[src/rtl/pipe_hazard_ctrl.sv]
// Pipeline hazard controller: load-use interlock, multi-cycle mul/div hold and
// post-redirect bubbles, producing every stall/flush pin of the pipeline registers.
module pipe_hazard_ctrl #(
    parameter int REDIRECT_BUBBLES = 2,
    parameter int MD_TIMEOUT       = 64,
    parameter int CNT_W            = 32
) (
    input  logic             clk,
    input  logic             rst,
    input  logic [4:0]       id_rs1,
    input  logic [4:0]       id_rs2,
    input  logic             id_use_rs1,
    input  logic             id_use_rs2,
    input  logic [4:0]       ex_rd,
    input  logic             ex_mem_read,
    input  logic             ex_redirect,
    input  logic             ex_md_start,
    input  logic             md_done,
    output logic             pc_stall,
    output logic             if_id_stall,
    output logic             if_id_flush,
    output logic             id_ex_stall,
    output logic             id_ex_flush,
    output logic             ex_mem_flush,
    output logic             md_timeout,
    output logic [CNT_W-1:0] stall_count
);

    localparam int BW = $clog2(REDIRECT_BUBBLES) + 1;
    localparam int TW = $clog2(MD_TIMEOUT);
    localparam logic [BW-1:0] BUB_RELOAD = BW'(REDIRECT_BUBBLES - 1);
    localparam logic [TW-1:0] TO_LAST    = TW'(MD_TIMEOUT - 1);

    typedef enum logic [1:0] {RUN, MD_WAIT, REDIRECT} state_t;

    state_t           state;
    logic [BW-1:0]    bub_cnt;
    logic [TW-1:0]    to_cnt;
    logic [CNT_W-1:0] cnt_q;
    logic             load_use;
    logic             md_hold;
    logic             lu_hold;
    logic             redir_flush;

    assign load_use = ex_mem_read && (ex_rd != 5'd0) &&
                      ((id_use_rs1 && (id_rs1 == ex_rd)) || (id_use_rs2 && (id_rs2 == ex_rd)));

    // Mealy decode: outputs react to this cycle's inputs with no added latency.
    always_comb begin
        // NOTE: every variable gets a default first so no path can infer a latch.
        md_hold     = 1'b0;
        lu_hold     = 1'b0;
        redir_flush = 1'b0;
        md_timeout  = 1'b0;
        case (state)
            RUN: begin
                if (ex_redirect)                 redir_flush = 1'b1;
                else if (ex_md_start)            md_hold     = !md_done;
                else if (load_use)               lu_hold     = 1'b1;
            end
            MD_WAIT: begin
                if (md_done)                     md_hold     = 1'b0;
                else if (to_cnt == TO_LAST)      md_timeout  = 1'b1;
                else                             md_hold     = 1'b1;
            end
            REDIRECT:                            redir_flush = 1'b1;
            default: ;
        endcase

        if (rst) begin
            md_hold     = 1'b0;
            lu_hold     = 1'b0;
            redir_flush = 1'b0;
            md_timeout  = 1'b0;
        end

        pc_stall     = md_hold || lu_hold;
        if_id_flush  = redir_flush;
        id_ex_flush  = redir_flush || lu_hold;
        ex_mem_flush = md_hold;
        // A flushed register must never also be held.
        if_id_stall  = (md_hold || lu_hold) && !if_id_flush;
        id_ex_stall  = md_hold && !id_ex_flush;
    end

    assign stall_count = rst ? '0 : cnt_q;

    always_ff @(posedge clk) begin
        // NOTE: sequential state uses non-blocking assignments so all registers update together.
        if (rst) begin
            state   <= RUN;
            bub_cnt <= '0;
            to_cnt  <= '0;
            cnt_q   <= '0;
        end else begin
            if (pc_stall && (cnt_q != '1)) cnt_q <= cnt_q + CNT_W'(1);

            case (state)
                RUN: begin
                    if (ex_redirect) begin
                        if (REDIRECT_BUBBLES > 1) begin
                            state   <= REDIRECT;
                            bub_cnt <= BUB_RELOAD;
                        end
                    end else if (ex_md_start && !md_done) begin
                        state  <= MD_WAIT;
                        to_cnt <= TW'(1);
                    end
                end
                MD_WAIT: begin
                    if (md_done || (to_cnt == TO_LAST)) begin
                        state  <= RUN;
                        to_cnt <= '0;
                    end else begin
                        to_cnt <= to_cnt + TW'(1);
                    end
                end
                REDIRECT: begin
                    if (ex_redirect) begin
                        bub_cnt <= BUB_RELOAD;
                    end else if (bub_cnt <= BW'(1)) begin
                        state   <= RUN;
                        bub_cnt <= '0;
                    end else begin
                        bub_cnt <= bub_cnt - BW'(1);
                    end
                end
                default: state <= RUN;
            endcase
        end
    end

endmodule
[config.mk]
export PLATFORM = sky130hd
export DESIGN_NAME = pipe_hazard_ctrl
export DESIGN_NICKNAME = d
export VERILOG_FILES = /design/src/rtl/pipe_hazard_ctrl.sv
export SDC_FILE = /design/constraint.sdc
export NUM_CORES = 1
export LEC_CHECK = 0
export CORE_ASPECT_RATIO = 1.1
export CORE_MARGIN = 2
export CORE_UTILIZATION = 50
export DETAILED_ROUTE_END_ITERATION = 10
export PLACE_DENSITY = 0.81
export RECOVER_POWER = 50
export SETUP_SLACK_MARGIN = 0.5
export SYNTH_ARGS = -nofsm -noshare
export SYNTH_HDL_FRONTEND = slang
export SYNTH_SLANG_ARGS = --single-unit
[constraint.sdc]
create_clock -name clk -period 2.42 [get_ports clk]
set_input_delay 0.242 -clock clk [delete_from_list [all_inputs] [get_ports clk]]
set_output_delay 0.242 -clock clk [all_outputs]
set_load 0.005 [all_outputs]
==> results of run 1 <==
## worst paths after layout
check / startpoint / end / slack, ns / cells after the start
max: state[1] / cnt_q[13] / 0.16 / 8
min: rst / cnt_q[31] / 0.49 / 3
max reg2reg: state[1] / cnt_q[13] / 0.16 / 8
min reg2reg: cnt_q[29] / cnt_q[29] / 0.53 / 2
## through the flow
step           area [um2]  setup TNS (ns)
2_1_floorplan        2730               0
6_report             4500               0
4_1_cts              4050               0
5_1_grt              4500               0
3_5_place_dp         3430           -1.37
3_3_place_gp         3430          -0.420
## what timing repair did
action / CTS / global route
hold buffers: 0 / 0
gates cloned: 2 / 3
endpoints found under the setup margin: 39 / 37
gates resized for setup: 107 / 73
pin swaps: 35 / 43
setup buffers: 24 / 20
endpoints found under the hold margin: 0 / 0
## layout make-up
class | instances | area (um2)
clock buffer | 5 | 68.8
inverter | 6 | 22.5
fill | 227 | 568
timing repair buffer | 124 | 1170
tap | 58 | 72.6
clock inverter | 3 | 68.8
multi-input combinational | 246 | 2230
sequential | 42 | 873
## power breakdown
part	switching (mW)	leakage (nW)	internal, mW
clock network	0.269	0.0683	0.414
registers	0.00533	0.348	0.689
logic	0.0961	1.39	0.0878
total	0.371	1.81	1.19
## metal layers
layer  up-vias  GRT usage [%]  share of wire, %
met5         -              0                 0
met4         0           7.82               2.9
met3        37           6.15               8.4
met2       210           48.1                51
met1      1496           31.9                38
li1       1362              -                 -
## Yosys cell counts, drive strengths merged (6+ instances only)
library cell / number / share of area, %
mux2: 23 / 11
dfxtp: 42 / 32
nor3: 13 / 2.6
or4: 8 / 2.4
and3: 9 / 2.2
a21oi: 12 / 2.7
inv: 6 / 0.85
nor2: 36 / 5.2
nor2b: 32 / 7.5
o31ai: 6 / 1.7
xnor2: 10 / 3.3
nand2: 15 / 2.2
buf: 10 / 2.5
nand3: 13 / 3.4
nor4: 13 / 4.3
nand4: 15 / 3.8
o21ai: 7 / 1.3
clkbuf: 8 / 1.1
## worst reg2reg max path: stages (launching register included)
cell     delay (ns)
dfxtp_1        0.36
nor3_1         0.27
o21ai_2        0.15
a41oi_4        0.25
a21oi_4        0.07
buf_8          0.16
buf_16         0.16
or4_1          0.56
a21oi_2        0.17
## kinds of logic after synthesis
kind of cell	after synthesis	synth area share, %
DFF	42	31.7
adders and majority gates	2	0.943
and+or+nand+nor	172	39.0
muxes	23	10.6
xor gates and xnor gates	14	4.62
buffers and inverters	24	4.48
AOI/OAI and AO/OA	34	8.68
## registers in the layout (all words and copies together), names as in the netlist
| signal | count |
|---|---|
| bub_cnt | 2 |
| cnt_q | 32 |
| state | 2 |
| to_cnt | 6 |
==> flow_summary.json, run 1 <==
{
  "status": "completed",
  "area_delta_synth_final_pct": 69.5,
  "drive_gt1_share_pct": 43.2,
  "final.period_utilization_pct": 93.4,
  "maxSlewViolCount": 0,
  "yosysSeqAreaShare_pct": 31.7,
  "drtPass1Iterations": 5,
  "ant_nets": 0,
  "powerDensity_nw_per_um2": 347,
  "arrival_ns": 2.47,
  "grt_max_degree": 43,
  "place_congestion": 0.824,
  "synth-edff-count": 0,
  "layout_common_cells": "40 x buf_4, 32 x nor2_1, 31 x nor2b_1",
  "grt_pass1_wl_mm": 12.6,
  "yosysWarnings": 0,
  "final_common_cell": "buf_4",
  "final-hold-violation-count": 0,
  "synth_seq_cells": 42,
  "dieArea_um2": 5910,
  "cp.required_ns": 2.63,
  "maxCapViolCount": 0,
  "power_mw": 1.56,
  "clk-insertion-delay-late_ns": 0.30,
  "clock.fmax_ghz": 0.442,
  "critPathLaunchType": "flip-flop",
  "synth_fp_nets": 336,
  "vias": 3105,
  "worstSetupEndpointType": "flip-flop",
  "dpl.hpwl_mm": 4.59,
  "max-slew-margin-rel_pct": 39.4,
  "antenna_found_initial": 0,
  "timing.final.ws_setup_ns": 0.159,
  "setup_viol": 0,
  "vias_per_cell": 6.42,
  "port_buffers": 61,
  "crit_path_top_delay_cell": "or4_1",
  "syn_area_um2": 2650,
  "clkSinkCount": 42,
  "fp.dieW_um": 73.5,
  "post-place-ws_ns": -0.104,
  "clockRootBuffer": "clkbuf_8",
  "ys_types": 53,
  "nNetsFinal": 450,
  "first_iter_violations": 284,
  "path_buf_inv": 2,
  "drt-total-wl_mm": 10.5,
  "final_core_util_pct": 88.8,
  "synthCells": 311,
  "cts_tree": "done",
  "path_cells": "nor3_1 -> o21ai_2 -> a41oi_4 -> a21oi_4 -> buf_8 -> buf_16 -> or4_1 -> a21oi_2",
  "finalCriticalPeriod_ns": 2.26,
  "drc_errors": 0,
  "cp_top_family": "simple AND/OR/NAND/NOR gates",
  "critPathMaxStageDelay_ns": 0.55,
  "initial_core_util_pct": 52.4,
  "p_leak_nw": 1.81,
  "avgSynthCellArea_um2": 8.53,
  "dpl.cell_count": 427,
  "cts_max_level": 2,
  "dieHeight_um": 80.4,
  "worst_hold_slack_ns": 0.486,
  "antenna_cells": 0,
  "core_um2": 5070,
  "fin_cells": 484,
  "grt_pass1_vias": 2686,
  "ir_worst_vdd_mv": 0.385,
  "hold_path_class": "input port to flip-flop",
  "synth-main-ff-cell": "dfxtp_1",
  "fin_worst_skew_ns": 0.00721,
  "worstMarginPinSlew_ns": 0.909,
  "rsz0062_at_grt": "yes",
  "critPathMaxFanout": 11,
  "clockBufferDepth": 2,
  "clkTransAtPathRegs_ns": 0.09,
  "num_rows": 27,
  "synthArstFlopShare_pct": 0,
  "grt_overflow": 0,
  "critPathKind": "flip-flop to flip-flop",
  "routedWlPerCell_um": 21.8,
  "grt_use_total_pct": 27.0,
  "numCtsBuffers": 5,
  "num_io_pins": 62
}
No activity file was read; power rests on OpenSTA's default activity.
==> run 2: changes to the inputs <==
- CTS_CLUSTER_DIAMETER: unset -> 150
==> results of run 2 <==
Same layout as run 1: the final DEF is identical, and so are final timing and power.
